**config.mk**
```make
export PLATFORM = sky130hd
export DESIGN_NAME = mcu_cmd_sequencer
export DESIGN_NICKNAME = d
export VERILOG_FILES = /design/src/rtl/mcu_if_pkg.sv /design/src/rtl/nibble_fifo.sv /design/src/rtl/mcu_cmd_sequencer.sv
export SDC_FILE = /design/constraint.sdc
export NUM_CORES = 1
export LEC_CHECK = 0
export CORE_ASPECT_RATIO = 0.75
export CORE_MARGIN = 2
export CORE_UTILIZATION = 40
export DETAILED_ROUTE_END_ITERATION = 6
export PLACE_DENSITY = 0.63
export SETUP_SLACK_MARGIN = 0.15
export SLEW_MARGIN = 20
export SYNTH_ARGS = -nofsm -noshare
export SYNTH_HDL_FRONTEND = slang
export SYNTH_SLANG_ARGS = --single-unit
```
**constraint.sdc**
```tcl
create_clock -name clk -period 2.4 [get_ports clk]
set_clock_uncertainty 0.2 [all_clocks]
set_input_delay 0.36 -clock clk [delete_from_list [all_inputs] [get_ports clk]]
set_output_delay 0.36 -clock clk [all_outputs]
set_load 0.005 [all_outputs]
```
**src/rtl/mcu_if_pkg.sv**
```systemverilog
// Shared definitions for the MCU command sequencer: command opcodes, nibble tag and FSM states.
package mcu_if_pkg;

  localparam logic [2:0] OP_CLR  = 3'b000;
  localparam logic [2:0] OP_INC  = 3'b001;
  localparam logic [2:0] OP_DEC  = 3'b010;
  localparam logic [2:0] OP_WR   = 3'b011;
  localparam logic [2:0] OP_DREP = 3'b100;
  localparam logic [2:0] OP_OUT  = 3'b101;

  typedef enum logic {
    TAG_CMD,
    TAG_DATA
  } tag_e;

  typedef enum logic [1:0] {
    IDLE,
    PULSE,
    GAP
  } state_e;

endpackage

```
**src/rtl/nibble_fifo.sv**
```systemverilog
// Synchronous FIFO for tagged nibbles; a read and write in the same cycle while full both succeed.
module nibble_fifo #(
  parameter int WIDTH = 5,
  parameter int DEPTH = 4
) (
  input  logic             clk,
  input  logic             rst,
  input  logic             i_wr,
  input  logic [WIDTH-1:0] i_wdata,
  input  logic             i_rd,
  output logic [WIDTH-1:0] o_rdata,
  output logic             o_full,
  output logic             o_empty
);

  localparam int AW = (DEPTH > 1) ? $clog2(DEPTH) : 1;
  localparam logic [AW:0] FULL_CNT = (AW + 1)'(DEPTH);

  logic [WIDTH-1:0] r_mem [DEPTH];
  logic [AW-1:0]    r_wr_ptr;
  logic [AW-1:0]    r_rd_ptr;
  logic [AW:0]      r_count;
  logic             w_do_wr;
  logic             w_do_rd;

  assign o_full  = (r_count == FULL_CNT);
  assign o_empty = (r_count == '0);
  assign w_do_rd = i_rd & ~o_empty;
  // The read frees a slot in the same cycle, so a write into a full FIFO may proceed alongside it.
  assign w_do_wr = i_wr & (~o_full | w_do_rd);
  assign o_rdata = r_mem[r_rd_ptr];

  always_ff @(posedge clk) begin
    if (rst) begin
      r_wr_ptr <= '0;
      r_rd_ptr <= '0;
      r_count  <= '0;
    end else begin
      if (w_do_wr) r_wr_ptr <= r_wr_ptr + AW'(1);
      if (w_do_rd) r_rd_ptr <= r_rd_ptr + AW'(1);
      case ({w_do_wr, w_do_rd})
        2'b10:   r_count <= r_count + (AW + 1)'(1);
        2'b01:   r_count <= r_count - (AW + 1)'(1);
        default: r_count <= r_count;
      endcase
    end
  end

  always_ff @(posedge clk) begin
    if (w_do_wr) r_mem[r_wr_ptr] <= i_wdata;
  end

endmodule

```
**src/rtl/mcu_cmd_sequencer.sv**
```systemverilog
// Synchronises MCU nibble strobes, tags/filters them, buffers them and replays them as clean en pulses.
module mcu_cmd_sequencer
  import mcu_if_pkg::*;
#(
  parameter int NIBBLE_W   = 4,
  parameter int FIFO_DEPTH = 4,
  parameter int EN_HIGH    = 2,
  parameter int EN_GAP     = 2
) (
  input  logic                clk,
  input  logic                rst,
  input  logic                mcu_strobe,
  input  logic [NIBBLE_W-1:0] mcu_nibble,
  input  logic                hold,
  output logic                en,
  output logic [NIBBLE_W-1:0] pc_out,
  output logic                expect_data,
  output logic                fifo_full,
  output logic                fifo_empty,
  output logic                overflow,
  output logic [7:0]          drop_cnt
);

  localparam int MAX_CNT = (EN_HIGH > EN_GAP) ? EN_HIGH : EN_GAP;
  localparam int CNT_W   = (MAX_CNT > 1) ? $clog2(MAX_CNT + 1) : 1;

  logic [2:0]          r_sync;
  logic                r_cap_data;
  logic                r_overflow;
  logic [7:0]          r_drop_cnt;
  logic                r_en;
  logic [NIBBLE_W-1:0] r_pc;
  logic                r_expect;
  state_e              r_state;
  logic [CNT_W-1:0]    r_cnt;

  logic                w_rise;
  logic                w_is_inv;
  logic                w_cap_valid;
  logic                w_wr_ok;
  logic                w_pop;
  tag_e                w_tag;
  logic [NIBBLE_W:0]   w_wdata;
  logic [NIBBLE_W:0]   w_head;
  tag_e                w_head_tag;
  state_e              w_state_nxt;
  logic [CNT_W-1:0]    w_cnt_nxt;

  // Capture stage: two synchroniser flops plus one history flop for rising-edge detection
  assign w_rise      = r_sync[1] & ~r_sync[2];
  assign w_is_inv    = ~r_cap_data & (mcu_nibble[NIBBLE_W-1 -: 2] == 2'b11);
  assign w_cap_valid = w_rise & ~w_is_inv;
  assign w_wr_ok     = w_cap_valid & (~fifo_full | w_pop);
  assign w_tag       = r_cap_data ? TAG_DATA : TAG_CMD;
  assign w_wdata     = {logic'(w_tag), mcu_nibble};

  always_ff @(posedge clk) begin
    if (rst) begin
      r_sync     <= '0;
      r_cap_data <= 1'b0;
      r_overflow <= 1'b0;
      r_drop_cnt <= '0;
    end else begin
      r_sync <= {r_sync[1:0], mcu_strobe};
      // Only accepted writes advance the tagging state, so a lost command cannot shift later tags.
      if (w_wr_ok) r_cap_data <= r_cap_data ? 1'b0 : (mcu_nibble[NIBBLE_W-1 -: 3] == OP_WR);
      if (w_cap_valid & fifo_full & ~w_pop) r_overflow <= 1'b1;
      if (w_rise & w_is_inv & (r_drop_cnt != 8'hFF)) r_drop_cnt <= r_drop_cnt + 8'd1;
    end
  end

  nibble_fifo #(
    .WIDTH (NIBBLE_W + 1),
    .DEPTH (FIFO_DEPTH)
  ) u_fifo (
    .clk     (clk),
    .rst     (rst),
    .i_wr    (w_wr_ok),
    .i_wdata (w_wdata),
    .i_rd    (w_pop),
    .o_rdata (w_head),
    .o_full  (fifo_full),
    .o_empty (fifo_empty)
  );

  assign w_head_tag = tag_e'(w_head[NIBBLE_W]);

  // Issue stage: IDLE pops, PULSE holds for EN_HIGH, GAP for EN_GAP
  always_comb begin
    w_state_nxt = r_state;
    w_cnt_nxt   = r_cnt;
    w_pop       = 1'b0;
    case (r_state)
      IDLE: begin
        if (!fifo_empty && !hold) begin
          w_pop       = 1'b1;
          w_state_nxt = PULSE;
          w_cnt_nxt   = '0;
        end
      end
      PULSE: begin
        if (r_cnt == CNT_W'(EN_HIGH - 1)) begin
          w_state_nxt = GAP;
          w_cnt_nxt   = '0;
        end else begin
          w_cnt_nxt = r_cnt + CNT_W'(1);
        end
      end
      GAP: begin
        if (r_cnt == CNT_W'(EN_GAP - 1)) begin
          w_state_nxt = IDLE;
          w_cnt_nxt   = '0;
        end else begin
          w_cnt_nxt = r_cnt + CNT_W'(1);
        end
      end
      default: begin
        w_state_nxt = IDLE;
        w_cnt_nxt   = '0;
      end
    endcase
  end

  // en trails the state by one edge so pc_out has settled a full cycle before en rises.
  always_ff @(posedge clk) begin
    if (rst) begin
      r_state  <= IDLE;
      r_cnt    <= '0;
      r_en     <= 1'b0;
      r_pc     <= '0;
      r_expect <= 1'b0;
    end else begin
      r_state <= w_state_nxt;
      r_cnt   <= w_cnt_nxt;
      r_en    <= (r_state == PULSE);
      if (w_pop) begin
        r_pc     <= w_head[NIBBLE_W-1:0];
        r_expect <= (w_head_tag == TAG_CMD) && (w_head[NIBBLE_W-1 -: 3] == OP_WR);
      end
    end
  end

  assign en          = r_en;
  assign pc_out      = r_pc;
  assign expect_data = r_expect;
  assign overflow    = r_overflow;
  assign drop_cnt    = r_drop_cnt;

endmodule

```
==> impl_results.md <==
* Status: complete, no violations
* Area leader, netlist: dfxtp_1
* Post-layout util at 51.33%
* Leakage power at 0.9254 nW
* Crit path largest cell delay at 0.47 ns
* RR Endpoint: u_fifo.r_count[2]
* GR Overflow Total at 0
* Final #Nets at 239
* RR Startpoint: u_fifo.r_count[2]
* Area delta synth->final at 23.86%
* Post-synthesis instance total at 183
* Post-synthesis sequential area ratio at 55.95%
* Min cycle time layout at 2.269 ns
* Global-route usage over all layers at 13.45%
* Synth Area in XOR/XNOR at 2.369%
* Ys flop type: dfxtp_1
* Synth Area in Compound Gates at 7.614%
* Drt pass-1 iters at 4
* Adder-Cell Fraction of Synth Area at 6.543%
* Worst-margin pin slew at 0.4083 ns
* Die W at 89.99 um
* Wirelength per Cell at 12.90 um
* Final hold viol count at 0
* CP Capture Type: flop
* Clock sink count at 52
* Synth Register Bits at 52
* Combinational power share at 21.3%
* Area taken by multi-input logic gates at 942.2 sq um
* Setup WS post-layout at 0.1312 ns
* Warning count from the yosys run at 0
* Syn nets at 202
* Pin count of the biggest net entering global routing at 31
* Internal power at 1.384 mW
* Slew headroom at 72.70%
* Row count at 23
* Final period util at 94.53%
* Worst hold stages at 1
* Root buf cell: clkbuf_8
* Worst Hold Launch: r_sync[0]
* Post-Route WL at 3817 um
* Register area at 0.001247 sq mm
* Total inserted antenna cells at 0
* CTS H-tree depth at 2
* Inserted Clock Buffers at 5
* Switching Share at 27.87%
* Kind of critical path: in2reg
* CP max-delay cell: clkdlybuf4s50_1
* # port buffers at 24
* Post-synthesis mux area share at 9.250%
* Total power at 1.918 mW
* Top post-synthesis cells by area: dfxtp_1 (29%), edfxtp_1 (27%), ha_1 (5.6%)
* WHS Endpoint: r_sync[1]
* Register share of total power at 52.4%
* Pre-CTS WS at -0.2049 ns
* Via count at 1,423
* Synth unique cells at 41
* Hold_ws at 0.2485 ns
* CTS Buffer Depth at 2
* Die ar. at 0.006164 sq mm
* Filler instances at 496
* Sequence of cells on the critical path: clkdlybuf4s50_1, and3b_2, a211oi_4, inv_2, ha_4, inv_1, fa_2, xor2_1, or3_1, a21oi_1
* Fmax at 0.4408 GHz
* Starting DRC count in detailed routing at 51
* CTS tree: built
* Worst reg2reg path depth at 9
* Initial antenna violation count at 0
* Top cell type's share of synthesized area at 28.88%
* Pwr Density at 698.1 mW/mm^2
* Die Ht at 68.50 um
* RD Place Congestion at 0.7451
* Simple-Gate Fraction of Synth Area at 14.83%
* Initial core utilization at 41.44%
* Vias in the first global route at 1,297
* Most frequent cell after synthesis: dfxtp_1
* Pins over their slew limit at 0
* First-pass GRT wire length at 6203 um
* Post-CTS Setup Repair Bufs at 0
* Critical Path Source Type: primary input
* Core ar. at 0.005353 sq mm
* Number of flops mapped to enable cells by yosys at 20
* CP Max Fanout at 2
* Switching power at 534.7 uW
* Largest family of logic cells by synthesized area: simple AND/OR/NAND/NOR gates
* Hold WC Path Type: reg2reg
* Routed Antenna Nets at 0
* Post-DP HPWL at 2776 um
* # Max-Cap Violations at 0
* Synth async-reset ratio at 0%
* Maximum vdd drop at 0.2545 mV
* Post-Syn Area at 0.002218 sq mm
* Clk pwr share at 26.3%
* RSZ-0062 raised after global routing: true
* Via density at 4.807
* FF-to-FF setup slack at 0.16 ns
* Synth Area per Inst at 12.12 sq um
* Cts hold-fix bufs at 0
* Clock slew seen by the registers of the worst setup and hold paths at 0.09 ns
* Top cells by count, synth: dfxtp_1 (32), edfxtp_1 (20), nor2_1 (20)
* CP arrival at 2.31 ns
* Top Ports at 25
* Layout cells sized above 1 at 19.46%
* Required time of the critical path at 2.44 ns
* # DRC at 0
* Setup-failing EPs final at 0
* Clk_lat worst skew at 0.31 ns
==> sequential cells by signal, indices dropped and copies added, names as in the netlist, named ones only <==
register	cells
u_fifo.r_wr_ptr	2
r_sync	3
r_cap_data	1
pc_out	4
overflow	1
r_cnt	2
drop_cnt	8
u_fifo.r_rd_ptr	2
u_fifo.r_count	3
expect_data	1
r_state	2
u_fifo.r_mem	20
en	1
==> worst max-delay path: cells and delay by family <==
| family | cells | cell delay, ns |
|---|---|---|
| adder cells (fa/ha/maj) | 2 | 0.47 |
| AO/OA/AOI/OAI | 2 | 0.17 |
| buffers and inverters | 3 | 0.61 |
| AND/OR/NAND/NOR | 2 | 0.55 |
| XOR/XNOR | 1 | 0.15 |
==> routing by layer <==
metal | routed length [um] | track usage, %
met1 | 1951 | 18.51
met2 | 1596 | 19.41
met5 | 0 | 0
met3 | 206 | 4.457
met4 | 62 | 6.346
==> area by class of cell <==
class / count / share of cell area [%]
Multi-Input combinational cell: 113 / 34.29
Tap cell: 75 / 3.415
Clock inverter: 3 / 0.8652
Clock buffer: 5 / 2.505
Timing Repair Buffer: 35 / 11.75
Sequential cell: 52 / 45.40
Inverter: 13 / 1.776
==> layout by cell type (no fill, tap or decap), types with 2 or more instances in the layout <==
cell type | netlist | routed
mux2_1 | 2 | 2
buf_4 | 0 | 11
o21ai_0 | 5 | 5
a21oi_1 | 11 | 11
xnor2_1 | 3 | 3
nand3_1 | 2 | 2
clkinvlp_4 | 0 | 2
nor2b_1 | 6 | 6
clkbuf_8 | 0 | 5
clkdlybuf4s50_1 | 0 | 24
o31ai_1 | 4 | 4
dfxtp_1 | 32 | 27
nor2_1 | 20 | 20
ha_1 | 10 | 8
or4_1 | 4 | 4
xor2_1 | 3 | 3
inv_1 | 13 | 10
ha_4 | 0 | 2
or3_1 | 2 | 2
mux2i_1 | 7 | 7
and2_1 | 4 | 4
mux4_2 | 5 | 5
nand2_1 | 5 | 5
dfxtp_2 | 0 | 5
edfxtp_1 | 20 | 20
inv_2 | 0 | 3
==> power by group through the flow <==
stage	Clock [mW]	Combinational [mW]	Sequential (mW)
global placement	0	0.407	1.02
CTS	0.520	0.415	1.00
detailed placement	0	0.416	1.02
finish	0.504	0.408	1.01
global route	0.556	0.454	1.02
floorplan	0	0.277	1.01
==> cell families after synthesis <==
| kind of cell | Yosys count |
|---|---|
| DFF | 52 |
| adders and majority gates | 11 |
| muxes | 14 |
| AOI/OAI and AO/OA | 26 |
| and+or+nand+nor | 56 |
| buffers and inverters | 18 |
| xor gates and xnor gates | 6 |
==> stage by stage <==
step | cells | cell area, sq um | setup TNS [ns]
2_1_floorplan | 183 | 2260 | 0
4_1_cts | 296 | 2743 | 0
3_5_place_dp | 288 | 2649 | -0.2814
3_3_place_gp | 288 | 2649 | -0.1937
5_1_grt | 296 | 2748 | 0
6_report | 296 | 2748 | 0
==> repair_timing <==
item                       in CTS  in global routing
setup endpoints to repair       2                  3
pin swaps                       3                  1
resized for setup               1                  4
==> worst max-delay path by stage <==
stage	start	to	slack [ns]	cells past startpoint
floorplan	r_state[1]	u_fifo.r_count[2]	0.17	11
global placement	mcu_nibble[3]	u_fifo.r_count[2]	-0.15	10
detailed placement	mcu_nibble[2]	u_fifo.r_count[2]	-0.20	10
CTS	mcu_nibble[2]	u_fifo.r_count[2]	0.13	10
global route	mcu_nibble[2]	u_fifo.r_count[2]	0.08	10
finish	mcu_nibble[3]	u_fifo.r_count[2]	0.13	10
Note: power is estimated with default switching activity, not from simulation.
